==> config.mk <==
export PLATFORM = sky130hd
export DESIGN_NAME = alarm_siren_ctrl
export DESIGN_NICKNAME = d
export VERILOG_FILES = /design/src/rtl/alarm_pkg.sv /design/src/rtl/alarm_timer.sv /design/src/rtl/alarm_siren_ctrl.sv
export SDC_FILE = /design/constraint.sdc
export NUM_CORES = 1
export LEC_CHECK = 0
export CORE_AREA = 4 4 46 48
export CTS_CLUSTER_DIAMETER = 30
export DETAILED_ROUTE_END_ITERATION = 16
export DIE_AREA = 0 0 50 52
export DONT_BUFFER_PORTS = 1
export PLACE_DENSITY_LB_ADDON = 0.25
export SYNTH_ARGS = -nofsm -noshare
export SYNTH_HDL_FRONTEND = slang
export SYNTH_SLANG_ARGS = --single-unit
==> constraint.sdc <==
create_clock -name clk -period 1.7 [get_ports clk]
set_clock_uncertainty 0.1 [all_clocks]
set_input_delay 0.34 -clock clk [delete_from_list [all_inputs] [get_ports clk]]
set_output_delay 0.34 -clock clk [all_outputs]
set_load 0.03 [all_outputs]
==> src/rtl/alarm_pkg.sv <==
// rtl/alarm_pkg.sv - shared state encoding and widths for the alarm siren controller
package alarm_pkg;

  localparam int STATE_W = 3;
  localparam int SEN_W   = 4;

  typedef enum logic [STATE_W-1:0] {
    IDLE  = 3'd0,
    ARMED = 3'd1,
    DELAY = 3'd2,
    SOUND = 3'd3,
    HOLD  = 3'd4
  } state_e;

  function automatic logic is_tripped(input state_e s);
    return (s == DELAY) || (s == SOUND) || (s == HOLD);
  endfunction

endpackage

==> src/rtl/alarm_timer.sv <==
// rtl/alarm_timer.sv - loadable down-counter that holds at zero; clear beats load beats count
module alarm_timer #(
  parameter int W = 4
) (
  input  logic         clk,
  input  logic         rst,
  input  logic         clr,
  input  logic         load,
  input  logic [W-1:0] load_val,
  input  logic         en,
  output logic         done
);

  logic [W-1:0] count_q, count_d;

  always_comb begin
    count_d = count_q;
    if (clr) begin
      count_d = '0;
    end else if (load) begin
      count_d = load_val;
    end else if (en && (count_q != '0)) begin
      count_d = count_q - 1'b1;
    end
  end

  always_ff @(posedge clk) begin
    if (rst) begin
      count_q <= '0;
    end else begin
      count_q <= count_d;
    end
  end

  assign done = (count_q == '0);

endmodule

==> src/rtl/alarm_siren_ctrl.sv <==
// rtl/alarm_siren_ctrl.sv - entry delay, timed siren and zone latch after the alarm detector
// Define SIREN_PULSE_EN to build the pulsed siren; otherwise the siren is steady during SOUND.
module alarm_siren_ctrl
  import alarm_pkg::*;
#(
  parameter int DELAY_CYC = 16,
  parameter int SOUND_CYC = 64,
  parameter int PULSE_CYC = 4
) (
  input  logic               clk,
  input  logic               rst,
  input  logic               EN,
  input  logic               Alarm_IN,
  input  logic [SEN_W-1:0]   SEN,
  output logic               siren,
  output logic               tripped,
  output logic [STATE_W-1:0] state,
  output logic [SEN_W-1:0]   zone_q
);

  localparam int MAX_CYC = (DELAY_CYC > SOUND_CYC) ? DELAY_CYC : SOUND_CYC;
  localparam int CNT_W   = $clog2(MAX_CYC + 1);

  state_e             state_q, state_d;
  logic [SEN_W-1:0]   zone_d;
  logic               siren_q, siren_d;
  logic               tripped_q;

  logic               cnt_clr, cnt_ld, cnt_en, cnt_done;
  logic [CNT_W-1:0]   cnt_ld_val;
  logic               sound_start;

  always_comb begin
    state_d     = state_q;
    zone_d      = zone_q;
    cnt_clr     = 1'b0;
    cnt_ld      = 1'b0;
    cnt_ld_val  = '0;
    cnt_en      = 1'b0;
    sound_start = 1'b0;

    if (!EN) begin
      state_d = IDLE;
      cnt_clr = 1'b1;
    end else begin
      unique case (state_q)
        IDLE: begin
          state_d = ARMED;
          zone_d  = '0;
        end
        ARMED, HOLD: begin
          if (Alarm_IN) begin
            state_d    = DELAY;
            zone_d     = SEN;
            cnt_ld     = 1'b1;
            cnt_ld_val = CNT_W'(DELAY_CYC - 1);
          end
        end
        DELAY: begin
          if (cnt_done) begin
            state_d     = SOUND;
            cnt_ld      = 1'b1;
            cnt_ld_val  = CNT_W'(SOUND_CYC - 1);
            sound_start = 1'b1;
          end else begin
            cnt_en = 1'b1;
          end
        end
        SOUND: begin
          if (cnt_done) begin
            state_d = HOLD;
          end else begin
            cnt_en = 1'b1;
          end
        end
        default: begin
          state_d = IDLE;
        end
      endcase
    end
  end

  alarm_timer #(.W(CNT_W)) u_main_timer (
    .clk      (clk),
    .rst      (rst),
    .clr      (cnt_clr),
    .load     (cnt_ld),
    .load_val (cnt_ld_val),
    .en       (cnt_en),
    .done     (cnt_done)
  );

`ifdef SIREN_PULSE_EN
  localparam int PCNT_W = $clog2(PULSE_CYC + 1);

  logic phase_q, phase_d;
  logic pulse_ld, pulse_en, pulse_done;

  // Phase only advances while staying in SOUND; entry always starts high with a full half-period.
  always_comb begin
    phase_d  = phase_q;
    pulse_ld = 1'b0;
    pulse_en = 1'b0;
    if (sound_start) begin
      phase_d  = 1'b1;
      pulse_ld = 1'b1;
    end else if (EN && (state_q == SOUND) && (state_d == SOUND)) begin
      if (pulse_done) begin
        phase_d  = ~phase_q;
        pulse_ld = 1'b1;
      end else begin
        pulse_en = 1'b1;
      end
    end
  end

  always_ff @(posedge clk) begin
    if (rst) begin
      phase_q <= 1'b0;
    end else begin
      phase_q <= phase_d;
    end
  end

  alarm_timer #(.W(PCNT_W)) u_pulse_timer (
    .clk      (clk),
    .rst      (rst),
    .clr      (cnt_clr),
    .load     (pulse_ld),
    .load_val (PCNT_W'(PULSE_CYC - 1)),
    .en       (pulse_en),
    .done     (pulse_done)
  );

  assign siren_d = (state_d == SOUND) && phase_d;
`else
  assign siren_d = (state_d == SOUND);
`endif

  always_ff @(posedge clk) begin
    if (rst) begin
      state_q   <= IDLE;
      zone_q    <= '0;
      siren_q   <= 1'b0;
      tripped_q <= 1'b0;
    end else begin
      state_q   <= state_d;
      zone_q    <= zone_d;
      siren_q   <= siren_d;
      tripped_q <= is_tripped(state_d);
    end
  end

  assign siren   = siren_q;
  assign tripped = tripped_q;
  assign state   = state_q;

endmodule

==> flow_summary.json <==
{
  "outcome": "finished, violations left",
  "violations": "setup timing",
  "grt-ovfl-total": 0,
  "clockBufferDepth": 2,
  "row_count": 15,
  "yosysTopAreaCellShare": 0.376,
  "max-slew-margin-rel": 0.669,
  "gp_congestion": 0.834,
  "layout-drive-gt1-share": 0.384,
  "hold_depth": 2,
  "vdd_drop_max_mv": 0.527,
  "dpl.hpwl_um": 1360,
  "min_to": "zone_q[1]",
  "comb_power_share": 0.157,
  "setup_ws_ns": -0.0905,
  "register_area_um2": 323,
  "cts_made_buffers": 3,
  "finalMaxSlewViolations": 0,
  "nets": 122,
  "drt_iter0_drc": 28,
  "rsz0062_at_grt": "true",
  "drt_wl_total_um": 2110,
  "grtUsageTotal": 0.181,
  "critical_path_required_ns": 1.78,
  "internal_power_mw": 0.568,
  "power.density_nw_per_um2": 680,
  "syn_inst": 95,
  "fin_crit_ns": 1.79,
  "timing.final.crit_share": 1.05,
  "ctsRootBufferMaster": "clkbuf_4",
  "synth_fp_nets": 104,
  "via_per_inst": 5.76,
  "power_frac_seq": 0.514,
  "antenna_cells": 0,
  "min_path_type": "in2reg",
  "clk-insertion-delay-late_ns": 0.29,
  "cp-end-kind": "register",
  "syn_to_final_growth_pct": 33.0,
  "cts.reportedPaths.clkPinSlew_ns": 0.09,
  "die_w_um": 50,
  "hp-start": "SEN[1]",
  "crit_arrival_ns": 1.87,
  "port_buffers": 0,
  "antenna_found_initial": 0,
  "start_kind": "register",
  "instances_no_fill": 137,
  "wl_per_cell_um": 15.4,
  "fmax_mhz": 559,
  "yosysSeqAreaShare": 0.376,
  "route.detailed.drc": 0,
  "ys_types": 37,
  "cap_violations": 0,
  "cts_num_sinks": 16,
  "grt_pass1_vias": 739,
  "mostFrequentLayoutCell": "dfxtp_1",
  "h-tree-depth": 1,
  "synthTopCellsByArea": "dfxtp_1 (38%), a21oi_1 (7.0%), nor2_1 (4.4%)",
  "multi_input_area_um2": 598,
  "dp_cells": 128,
  "initial_core_util": 0.499,
  "dieHeight_um": 52,
  "drt_first_pass_iters": 4,
  "switchingPower_mw": 0.203,
  "r2r_cells": 6,
  "rr_startpoint": "u_main_timer.count_q[1]",
  "num_vias": 789,
  "yosysTopAreaCell": "dfxtp_1",
  "leakagePower_nw": 0.433,
  "tightest_slew_ns": 0.490,
  "netlist_area_um2": 852,
  "io_pins": 17,
  "setup_tns_ns": -0.112,
  "tritoncts": "yes",
  "setup_viol": 4,
  "fillCellCount": 140,
  "hold_violations": 0,
  "grt_pass1_wl_um": 3560,
  "grt_max_degree": 12,
  "core-area_um2": 1710,
  "ys_ff_latch": 16,
  "r2r-end": "u_main_timer.count_q[3]",
  "clkPwrFrac": 0.329,
  "reg2reg_slack_ns": -0.09,
  "final_cell_mix": "dfxtp_1 (14), buf_4 (11), a21oi_1 (10), nor2_1 (9), nand3_1 (5)",
  "die_area_um2": 2600,
  "fin_util": 0.664,
  "ant_nets": 0,
  "syn_area_per_cell_um2": 8.97,
  "swShare": 0.263,
  "path_max_fanout": 3,
  "crit_type": "reg2reg",
  "yosys_warnings": 0
}
[synth_stat cells]
cell type,number
clkbuf_1,1
nor3_1,2
nand3_1,6
mux2_2,1
a41oi_1,1
xnor2_1,4
a21oi_1,12
o31ai_1,1
inv_1,5
or2b_2,1
nor4b_1,1
nor3b_2,1
nor2b_1,1
a21boi_0,1
dfxtp_1,16
and4_1,1
nor2_1,10
or3_1,2
nor4b_4,1
nor3b_1,1
or2_2,2
buf_6,1
a311oi_1,1
a2111oi_2,1
o2111a_1,1
nand2b_1,4
or4b_4,1
o21ai_0,2
nand3b_1,1
a31oi_1,2
and3_1,3
or2b_1,1
nor2_4,1
o211a_1,1
a211oi_1,2
ha_1,1
nor3_2,1
[final cells by class]
type,instances,area share
multi-input cells,72,0.528
flip-flops and latches,16,0.285
repair buffers,15,0.111
clock buffers,4,0.0320
well taps,25,0.0276
inverters,5,0.0166
[state kept, by name, summed over array words and instances (netlist names)]
| signal | count |
|---|---|
| siren | 1 |
| state | 3 |
| tripped | 1 |
| u_main_timer.count_q | 7 |
| zone_q | 4 |
[routing by layer]
layer | track usage | routed length, µm
met5 | 0 | 0
met4 | 0.143 | 61
met3 | 0.0372 | 114
met2 | 0.257 | 985
met1 | 0.236 | 950
[worst max-delay path by stage]
stage / cells after the start / to / from
3_3_place_gp: 7 / u_main_timer.count_q[5] / u_main_timer.count_q[1]
5_1_grt: 6 / u_main_timer.count_q[3] / u_main_timer.count_q[1]
3_5_place_dp: 7 / u_main_timer.count_q[4] / u_main_timer.count_q[1]
2_1_floorplan: 6 / u_main_timer.count_q[3] / u_main_timer.count_q[0]
4_1_cts: 6 / u_main_timer.count_q[2] / u_main_timer.count_q[1]
6_report: 6 / u_main_timer.count_q[3] / u_main_timer.count_q[1]
[timing repair]
item | CTS | global route
hold buffers | 1 | 0
resized for setup | 16 | 10
hold endpoints to repair | 4 | 0
setup endpoints to repair | 11 | 11
setup buffers | 3 | 1
pin swaps | 10 | 11
[power groups by stage]
stage | sequential, mW | clock, mW | combinational, mW
global route | 0.397 | 0.276 | 0.133
global placement | 0.404 | 0 | 0.0902
detailed placement | 0.404 | 0 | 0.0908
floorplan | 0.408 | 0 | 0.0655
finish | 0.396 | 0.254 | 0.121
CTS | 0.396 | 0.267 | 0.112
[metrics by stage]
stage / hold slack, ns / setup slack (ns) / area, µm² / total power [mW]
finish: 0.0889 / -0.0905 / 1130 / 0.771
global route: 0.0802 / -0.127 / 1130 / 0.806
CTS: 0.0788 / -0.0398 / 1090 / 0.775
detailed placement: 0.312 / -0.108 / 943 / 0.495
global placement: 0.310 / -0.0667 / 943 / 0.494
floorplan: 0.309 / 0.00208 / 852 / 0.474
[kinds of logic after synthesis]
group                      count (synthesis)  synth area share
and+or+nand+nor                           41             0.320
xor gates and xnor gates                   4            0.0411
AOI/OAI and AO/OA                         25             0.195
buffers and inverters                      7            0.0396
DFF                                       16             0.376
muxes                                      1            0.0132
adders and majority gates                  1            0.0147
[critical path, cell delays in order (launching register included)]
cell      delay, ns
dfxtp_2        0.34
inv_2          0.07
ha_4           0.14
or4b_4         0.50
o2111a_1       0.29
xnor2_1        0.16
a21oi_1        0.08
(Power assumes the default switching activity.)
==> variant (same settings) <==
The parameter `DELAY_CYC` goes from 16 to 32.
--- a/src/rtl/alarm_siren_ctrl.sv
+++ b/src/rtl/alarm_siren_ctrl.sv
@@ -4,5 +4,5 @@
   import alarm_pkg::*;
 #(
-  parameter int DELAY_CYC = 16,
+  parameter int DELAY_CYC = 32,
   parameter int SOUND_CYC = 64,
   parameter int PULSE_CYC = 4
Function: same outputs for any inputs over 10 cycles, from zero or initial values and one cycle with rst high; that may be too few to reach the edited logic, so the function may still have changed.
==> variant against the original RTL <==
The run ends with hold timing, setup timing left. Sequential cell count is the same. Count of clock-buffer cells in the layout shrank 1. Wire length shrank 14%. Synthesized cell count shrank 2.1%. Setup slack gained 0.060 ns. Clock power shrank 20%. Cell area shrank 13%. Sequential power grew 2%. Area after synthesis shrank 6.9%. Total power shrank 6.3%. Critical endpoint is now u_main_timer.count_q[5]$_SDFFE_PP0P_.
==> variant: results (changes against the original RTL) <==
| Metric | Value |
|---|---|
| Non-Filler Instances | `131 (-4.4%)` |
| Met1 Usage GRT | `18.6% (-5.0 points)` |
| Crit path max-delay cell type | `dfxtp_2` |
| Mux share of post-synthesis cell area | `0% (-1.3 points)` |
| Gpl congestion | `0.784 (-6.0%)` |
| CP startpoint | `u_main_timer.count_q[1]$_SDFFE_PP0P_` |
| Proportion of synthesized chip area in sequential cells | `40.4% (+2.8 points)` |
| Xor/xnor share of the synthesized area | `3.31% (-0.80 points)` |
| Post-route setup TNS | `-0.0301 ns (+0.0822 ns)` |
| Crit path to | `u_main_timer.count_q[5]$_SDFFE_PP0P_` |
| Vias per cell | `5.40 (-6.2%)` |
| Global-route wire length before repair | `2980 um (-16%)` |
| Met3 routed WL | `104 um (-8.8%)` |
| Nets | `117 (-4.1%)` |
| Setup violators final | `1 (-3)` |
| Area contributors post-synth | `dfxtp_1, a21oi_1, nand2_1` |
| Max reg flops | `7 (unchanged)` |
| ANT cells | `0 (unchanged)` |
| Met3 Track Usage GR | `3.44% (-0.29 points)` |
| Tot GR Track Use | `15.4% (-2.7 points)` |
| CTS buffer count | `3 (unchanged)` |
| Slew HR | `71.7% (+4.8 points)` |
| Fillcell total | `158 (+13%)` |
| Area fraction in compound gates after synthesis | `21.1% (+1.6 points)` |
| Hold_ws | `-0.000361 ns (-0.0892 ns)` |
| Met1 WL | `844 um (-11%)` |
| Met2 Use GR | `23.3% (-2.4 points)` |
| Worst R2R Path Depth | `7 (+1)` |
| Synth Warn # | `0 (unchanged)` |
| Placed Area | `903 um2 (-4.2%)` |
| Hold Vio Cnt, Final | `1 (+1)` |
| Arr. time, crit path | `1.82 ns (-0.05 ns)` |
| Vias in the first global route | `680 (-8.0%)` |
| Failing checks | `hold timing, setup timing` |
| Syn nets | `102 (-1.9%)` |
| Top post-synthesis cells by count | `dfxtp_1, a21oi_1, nand2_1, nor2_1, nand3_1` |
| Final worst slack | `-0.0301 ns (+0.0604 ns)` |
| Worst Hold Launch | `rst` |
| Clk_lat worst skew | `0.29 ns (about the same)` |
| Worst R2R End | `u_main_timer.count_q[5]$_SDFFE_PP0P_` |
| CTS Buffer Depth | `2 (unchanged)` |
| Clock slew at reported path FFs | `0.09 ns (about the same)` |
| Layout cells sized above 1 | `29.2% (-9.1 points)` |
| Static Leak | `0.358 nW (-17%)` |
| Post-Synth Adder-Cell Area | `1.58% (+0.11 points)` |
| Largest net degree at the start of global routing | `12 (unchanged)` |
| WL final | `1820 um (-14%)` |
| Slowest stage delay, CP | `0.34 ns (-0.16 ns)` |
| Worst slack, placed | `-0.134 ns (-0.0253 ns)` |
| Synth unique cells | `33 (-11%)` |
| Post-DP HPWL | `1290 um (-5.1%)` |
| Met2 wire length | `789 um (-20%)` |
| WHS Endpoint | `zone_q[1]$_SDFFE_PP0P_` |
| Status | `complete, but fails checks` |
| Worst vdd ir | `0.515 mV (-2.3%)` |
| Avg Cell Area, Syn | `8.53 um2 (-4.9%)` |
| First-iteration detailed-routing DRC count | `14 (-50%)` |
| WHS Path Cells | `1 (-1)` |
[variant: critical path, delay by kind of cell, from the launching register on]
| family | cells | cell delay (ns) |
|---|---|---|
| compound gates | 2 | 0.36 |
| buf+inv | 1 | 0.06 |
| simple gates | 3 | 0.64 |
| flops | 1 | 0.34 |
| fa+ha+maj | 1 | 0.13 |
[variant: layout make-up]
type / count / area, um2 / area share, %
clock buffer: 3 / 22.5 / 2.29
inverter: 2 / 7.51 / 0.764
multi-input combinational: 71 / 492 / 50.1
sequential: 16 / 324 / 33.0
tap: 25 / 31.3 / 3.18
timing repair buffer: 14 / 105 / 10.7
[variant: what timing repair did]
item	CTS	global route
pin swaps	0	5
endpoints found under the setup margin	1	4
gates cloned	0	0
buffers inserted	0	2
gates resized for setup	1	11
[variant: power breakdown]
group	internal [mW]	leakage [nW]	switching (mW)	total [mW]
combinational	0.0562	0.213	0.0614	0.118
sequential	0.385	0.131	0.0175	0.402
clock	0.0825	0.0138	0.120	0.202
total	0.524	0.358	0.199	0.722
